**src/rtl/sar_adc_ctrl.sv**
```systemverilog
// Controller-side sequencer for a 10-bit SAR ADC macro: power-up calibration,
// periodic conversions, 2^AVG_LOG2 averaging and a valid/ready sample output.
module sar_adc_ctrl #(
  parameter int CAL_CYCLES = 64,
  parameter int TIMEOUT    = 31,
  parameter int AVG_LOG2   = 2
) (
  input  logic        clk,
  input  logic        rstn,
  input  logic        enable,
  input  logic        cal_req,
  input  logic [15:0] period,
  input  logic        clr_flags,
  output logic        adc_en,
  output logic        adc_cal,
  input  logic        adc_valid,
  input  logic [9:0]  adc_result,
  output logic [9:0]  sample_data,
  output logic        sample_valid,
  input  logic        sample_ready,
  output logic        busy,
  output logic        overrun,
  output logic        timeout
);

  localparam int ACC_W = 10 + AVG_LOG2;
  localparam int CNT_W = AVG_LOG2 + 1;
  localparam int CAL_W = (CAL_CYCLES > 1) ? $clog2(CAL_CYCLES) : 1;
  localparam int TMO_W = (TIMEOUT > 1) ? $clog2(TIMEOUT) : 1;

  localparam logic [CNT_W-1:0] AVG_N    = CNT_W'(2 ** AVG_LOG2);
  localparam logic [CAL_W-1:0] CAL_LOAD = CAL_W'(CAL_CYCLES - 1);
  localparam logic [TMO_W-1:0] TMO_LOAD = TMO_W'(TIMEOUT - 1);

  typedef enum logic [1:0] {ST_IDLE, ST_CAL, ST_WAIT, ST_CONV} state_t;

  state_t             state_q, state_d;
  logic               sync1_q, sync1_d, sync2_q, sync2_d, sync3_q, sync3_d;
  logic               pend_q, pend_d;
  logic               cal_done_q, cal_done_d;
  logic [CAL_W-1:0]   cal_cnt_q, cal_cnt_d;
  logic [15:0]        per_cnt_q, per_cnt_d;
  logic [TMO_W-1:0]   tmo_cnt_q, tmo_cnt_d;
  logic [ACC_W-1:0]   acc_q, acc_d;
  logic [CNT_W-1:0]   cnt_q, cnt_d;
  logic [9:0]         data_q, data_d;
  logic               valid_q, valid_d;
  logic               overrun_q, overrun_d;
  logic               timeout_q, timeout_d;
  logic               adc_en_q, adc_en_d;
  logic               adc_cal_q, adc_cal_d;
  logic               busy_q, busy_d;

  logic               capture, offer, ovr_set, tmo_set;
  logic [9:0]         avg;

  always_comb begin
    state_d    = state_q;
    sync1_d    = adc_valid;
    sync2_d    = sync1_q;
    sync3_d    = sync2_q;
    pend_d     = pend_q | cal_req;
    cal_done_d = cal_done_q;
    cal_cnt_d  = cal_cnt_q;
    per_cnt_d  = per_cnt_q;
    tmo_cnt_d  = tmo_cnt_q;
    acc_d      = acc_q;
    cnt_d      = cnt_q;
    data_d     = data_q;
    valid_d    = valid_q;
    capture    = 1'b0;
    ovr_set    = 1'b0;
    tmo_set    = 1'b0;

    // A full set was counted last cycle: hand its average out and restart.
    offer = (cnt_q == AVG_N);
    avg   = acc_q[AVG_LOG2 +: 10];
    if (offer) begin
      acc_d = '0;
      cnt_d = '0;
    end

    if (!enable) begin
      state_d = ST_IDLE;
      acc_d   = '0;
      cnt_d   = '0;
    end else begin
      case (state_q)
        ST_IDLE: begin
          if (!cal_done_q || pend_q) begin
            state_d   = ST_CAL;
            cal_cnt_d = CAL_LOAD;
          end else begin
            state_d   = ST_WAIT;
            per_cnt_d = period;
          end
        end
        ST_CAL: begin
          if (cal_cnt_q == '0) begin
            state_d    = ST_WAIT;
            per_cnt_d  = period;
            cal_done_d = 1'b1;
            pend_d     = cal_req;
          end else begin
            cal_cnt_d = cal_cnt_q - CAL_W'(1);
          end
        end
        // WAIT lasts max(period,1) cycles; a pending recal preempts it.
        ST_WAIT: begin
          if (pend_q) begin
            state_d   = ST_CAL;
            cal_cnt_d = CAL_LOAD;
          end else if (per_cnt_q <= 16'd1) begin
            state_d   = ST_CONV;
            tmo_cnt_d = TMO_LOAD;
          end else begin
            per_cnt_d = per_cnt_q - 16'd1;
          end
        end
        ST_CONV: begin
          capture = sync2_q & ~sync3_q;
          if (capture) begin
            acc_d     = acc_q + ACC_W'(adc_result);
            cnt_d     = cnt_q + CNT_W'(1);
            state_d   = ST_WAIT;
            per_cnt_d = period;
          end else if (tmo_cnt_q == '0) begin
            tmo_set   = 1'b1;
            state_d   = ST_WAIT;
            per_cnt_d = period;
          end else begin
            tmo_cnt_d = tmo_cnt_q - TMO_W'(1);
          end
        end
        default: state_d = ST_IDLE;
      endcase
    end

    if (offer) begin
      if (!valid_q || sample_ready) begin
        data_d  = avg;
        valid_d = 1'b1;
      end else begin
        ovr_set = 1'b1;
      end
    end else if (valid_q && sample_ready) begin
      valid_d = 1'b0;
    end

    overrun_d = ovr_set | (overrun_q & ~clr_flags);
    timeout_d = tmo_set | (timeout_q & ~clr_flags);

    adc_en_d  = (state_d == ST_CAL) || (state_d == ST_CONV);
    adc_cal_d = (state_d == ST_CAL);
    busy_d    = (state_d != ST_IDLE);
  end

  always_ff @(posedge clk or negedge rstn) begin
    if (!rstn) begin
      state_q    <= ST_IDLE;
      sync1_q    <= 1'b0;
      sync2_q    <= 1'b0;
      sync3_q    <= 1'b0;
      pend_q     <= 1'b0;
      cal_done_q <= 1'b0;
      cal_cnt_q  <= '0;
      per_cnt_q  <= '0;
      tmo_cnt_q  <= '0;
      acc_q      <= '0;
      cnt_q      <= '0;
      data_q     <= '0;
      valid_q    <= 1'b0;
      overrun_q  <= 1'b0;
      timeout_q  <= 1'b0;
      adc_en_q   <= 1'b0;
      adc_cal_q  <= 1'b0;
      busy_q     <= 1'b0;
    end else begin
      state_q    <= state_d;
      sync1_q    <= sync1_d;
      sync2_q    <= sync2_d;
      sync3_q    <= sync3_d;
      pend_q     <= pend_d;
      cal_done_q <= cal_done_d;
      cal_cnt_q  <= cal_cnt_d;
      per_cnt_q  <= per_cnt_d;
      tmo_cnt_q  <= tmo_cnt_d;
      acc_q      <= acc_d;
      cnt_q      <= cnt_d;
      data_q     <= data_d;
      valid_q    <= valid_d;
      overrun_q  <= overrun_d;
      timeout_q  <= timeout_d;
      adc_en_q   <= adc_en_d;
      adc_cal_q  <= adc_cal_d;
      busy_q     <= busy_d;
    end
  end

  assign adc_en       = adc_en_q;
  assign adc_cal      = adc_cal_q;
  assign sample_data  = data_q;
  assign sample_valid = valid_q;
  assign busy         = busy_q;
  assign overrun      = overrun_q;
  assign timeout      = timeout_q;

endmodule

```
**config.mk**
```make
export PLATFORM = sky130hd
export DESIGN_NAME = sar_adc_ctrl
export DESIGN_NICKNAME = d
export VERILOG_FILES = /design/src/rtl/sar_adc_ctrl.sv
export SDC_FILE = /design/constraint.sdc
export NUM_CORES = 1
export LEC_CHECK = 0
export ABC_AREA = 1
export CORE_UTILIZATION = 52
export CTS_BUF_LIST = sky130_fd_sc_hd__clkbuf_4 sky130_fd_sc_hd__clkbuf_8
export DETAILED_ROUTE_END_ITERATION = 12
export DONT_BUFFER_PORTS = 1
export GPL_ROUTABILITY_DRIVEN = 0
export GPL_TIMING_DRIVEN = 0
export MAX_ROUTING_LAYER = met4
export PLACE_DENSITY = 0.75
export SLEW_MARGIN = 30
export SYNTH_ARGS = -nofsm -noshare
export SYNTH_HDL_FRONTEND = slang
export SYNTH_SLANG_ARGS = --single-unit
export TNS_END_PERCENT = 30
```
**constraint.sdc**
```tcl
create_clock -name clk -period 1.74 [get_ports clk]
set_clock_uncertainty 0.2 [all_clocks]
set_input_delay 0.261 -clock clk [delete_from_list [all_inputs] [get_ports clk]]
set_output_delay 0.261 -clock clk [all_outputs]
set_load 0.03 [all_outputs]
```
==> results_dict.tcl <==
set metrics [dict create \
    cp_common_cell "sky130_fd_sc_hd__inv_2" \
    avgViaCountPerCell 5.48 \
    final_total_power_mw 4.34 \
    dp.final_hpwl_um 6190 \
    report.final.hold_viol_count 64 \
    max-cap-violations 0 \
    failing_checks "negative hold slack, negative setup slack" \
    timing.critical_path.fanout_max 5 \
    synth-async-reset-ratio_pct 100 \
    min-delay-path-class "primary input to async pin" \
    synth_enable_flop_cells 0 \
    cts_htree_levels 3 \
    maxSlewHeadroom_pct 66.2 \
    pre_cts_ws_ns -0.324 \
    drt_first_pass_iters 8 \
    insertedDiodeCount 0 \
    pin_count_of_the_biggest_net_entering_global_routing 65 \
    data_required_time_of_the_critical_path_ns 1.81 \
    groute.usage.overall_pct 27.4 \
    post_synthesis_cell_area_um2 3920 \
    finalWorstSetupSlack_ns -0.104 \
    core_footprint_um2 7250 \
    area_growth_from_synthesis_to_layout_pct 27.0 \
    worstPathCellList "inv_2, ha_4, inv_2, nor2_4, nand3_2, nand2_1, nand3_1, inv_2, nand3_4, inv_8, buf_8, nand2_2, o21ai_2" \
    die_h_um 88.9 \
    tightest_slew_ns 0.507 \
    clkTransAtPathRegs_ns 0.08 \
    rsz0062_at_grt "true" \
    placedCellCount 636 \
    die_w_um 88.9 \
    worst_setup_path_start_kind "register" \
    power_per_cell_area_nw_per_um2 872 \
    finalWirelength_um 10100 \
    cts-root-buf "sky130_fd_sc_hd__clkbuf_8" \
    detail_route.drc_violations 0 \
    grt_pass1_vias 3498 \
    clkLatencyLatePin_ns 0.35 \
    post_synthesis_instance_total 537 \
    synth_top_flop_cell "sky130_fd_sc_hd__dfrtp_1" \
    design.final.nets 636 \
    final_critical_period_ns 1.84 \
    synthesis.nets 587 \
    timing.hold.ws_ns -0.604 \
    clock_tree.buffer_depth 2 \
    maxClockFrequency_ghz 0.542 \
    total_leakage_power_nw 2.39 \
    yosys_warnings 0 \
    yosys.area.top_type "sky130_fd_sc_hd__dfrtp_1" \
    floorplan.rows 31 \
    routed-via-count 3773 \
    setup.worst_path.class "register to register" \
    period_share_pct 106 \
    critical_path.slowest_cell "sky130_fd_sc_hd__dfrtp_1" \
    cts_hold_buffers 21 \
    cts_num_sinks 64 \
    grt_first_pass_wirelength_um 15900 \
    timing.critical_path.buf_inv 5 \
    final-instance-count-excl-fill 688 \
    drtAntennaViolNets 0 \
    finish.utilization_pct 68.7 \
    cp_top_family "simple AND/OR/NAND/NOR gates" \
    biggest_cell_delay_along_the_critical_path_ns 0.39 \
    post-route-cell-area_um2 4980 \
    initial_core_util_pct 54.1 \
    grt_overflow_total 0 \
    power.ir.vdd_worst_uv 521 \
    yosysSeqAreaShare_pct 40.8 \
    tritoncts.num_buffers 9 \
    status "finished, violations left" \
    synth_area_leaders "sky130_fd_sc_hd__dfrtp_1 41%, sky130_fd_sc_hd__nand2_1 16%, sky130_fd_sc_hd__inv_1 5.9%, sky130_fd_sc_hd__nand3_1 5.6%, sky130_fd_sc_hd__ha_1 5.1%" \
    number_of_antenna_violations_at_the_first_check_in_global_routing 0 \
    avgRoutedWirePerCell_um 14.7 \
    final_layout_size_suffix_gt1_share_pct 22.8 \
    post-synth-top-area-fraction_pct 40.8 \
    boundaryPins 49 \
    worst_ep_arrival_time_ns 1.92 \
    synth_seq_cells 64 \
    syn_area_per_cell_um2 7.30 \
    critPathCaptureType "register" \
    initialDrtViolationCount 327 \
    placedInstanceArea_um2 4060 \
    maxSlewViolCount 0 \
    yosysUniqueCellTypes 40 \
    tritoncts "built" \
    dieArea_um2 7890 \
    buffer_ports.inserted 0 \
    setup_violations 35 \
]
-- logic make-up (layout without fill, tap and decap cells) --
logic type / count (synthesis) / after routing / synth area share, %
compound gates: 78 / 78 / 11.6
buf+inv: 78 / 129 / 8.10
flops: 64 / 64 / 40.8
fa+ha+maj: 17 / 17 / 5.61
simple gates: 289 / 290 / 31.0
mux: 6 / 6 / 1.72
xor+xnor: 5 / 5 / 1.12
-- per-stage QoR --
stage	hold WS (ns)	setup TNS [ns]
5_1_grt	-0.619	-6.86
6_report	-0.604	-2.12
4_1_cts	-0.609	-1.16
3_3_place_gp	-0.233	-9.91
2_1_floorplan	-0.235	-0.128
3_5_place_dp	-0.233	-10.68
-- worst paths after layout --
check	from	end	slack, ns	cells past startpoint
setup / recovery	cal_cnt_q[1]	per_cnt_q[6]	-0.10	13
hold / removal	rstn	sample_data[5]	-0.60	0
setup reg to reg	cal_cnt_q[1]	per_cnt_q[6]	-0.10	13
hold reg to reg	sync1_q	sync2_q	0.18	0
max in group asynchronous	rstn	state_q[1]	1.80	0
min in group clk	adc_result[8]	acc_q[8]	0.02	4
-- state kept, by name, indices dropped and copies added (netlist names), 2 cells and up --
signal	flops
state_q	2
sample_data	10
acc_q	12
tmo_cnt_q	5
cnt_q	3
cal_cnt_q	6
per_cnt_q	16
-- cells in the final DEF, fill, tap and decap left out, types with 6 or more instances in the layout --
master,instances
sky130_fd_sc_hd__o21ai_1,12
sky130_fd_sc_hd__buf_4,17
sky130_fd_sc_hd__nand3_1,36
sky130_fd_sc_hd__inv_1,53
sky130_fd_sc_hd__nand2_2,11
sky130_fd_sc_hd__nor2_1,41
sky130_fd_sc_hd__nand4_1,8
sky130_fd_sc_hd__nand2_1,152
sky130_fd_sc_hd__a21oi_1,19
sky130_fd_sc_hd__clkbuf_8,10
sky130_fd_sc_hd__nor2_4,9
sky130_fd_sc_hd__o21ai_2,9
sky130_fd_sc_hd__o21ai_0,25
sky130_fd_sc_hd__ha_4,11
sky130_fd_sc_hd__dfrtp_1,61
sky130_fd_sc_hd__inv_2,11
sky130_fd_sc_hd__mux2_2,6
sky130_fd_sc_hd__nand2_4,6
sky130_fd_sc_hd__dlygate4sd3_1,21
sky130_fd_sc_hd__nand3_2,7
sky130_fd_sc_hd__nor2_2,6
-- repair_timing --
item	in CTS	in global routing
setup buffers	15	0
endpoints found under the hold margin	86	64
pin swaps	12	7
resized for setup	79	29
endpoints found under the setup margin	54	50
gates cloned	2	1
-- layout make-up --
class / count / area [um^2]
inverter: 66 / 256
buffer: 11 / 83.8
timing repair buffer: 38 / 369
multi-input combinational: 396 / 2380
clock buffer: 10 / 138
clock inverter: 4 / 22.5
tap: 99 / 124
fill: 567 / 2270
sequential: 64 / 1610
-- cells in the mapped netlist (all sizes together), types with 3 or more instances --
master	count
a21oi	20
clkbuf	4
xor2	4
buf	8
mux2	6
inv	65
nand2	170
dfrtp	64
nand3	45
o21ai	46
nand4	8
a21boi	3
or2	7
nor2	56
ha	16
-- layer usage --
metal	global-route usage [%]	vias to the layer above	share of wire [%]
met4	11.3	0	2.4
met3	4.76	28	6.1
met2	42.7	154	48
met1	35.3	1776	43
li1	-	1815	-
met5	-	-	0
-- power breakdown --
| group | total, mW | switching [mW] | internal (mW) |
|---|---|---|---|
| Clock | 1.12 | 0.587 | 0.532 |
| Combinational | 1.34 | 0.765 | 0.572 |
| Sequential | 1.89 | 0.219 | 1.67 |
Note: power is estimated with default switching activity, not from simulation.
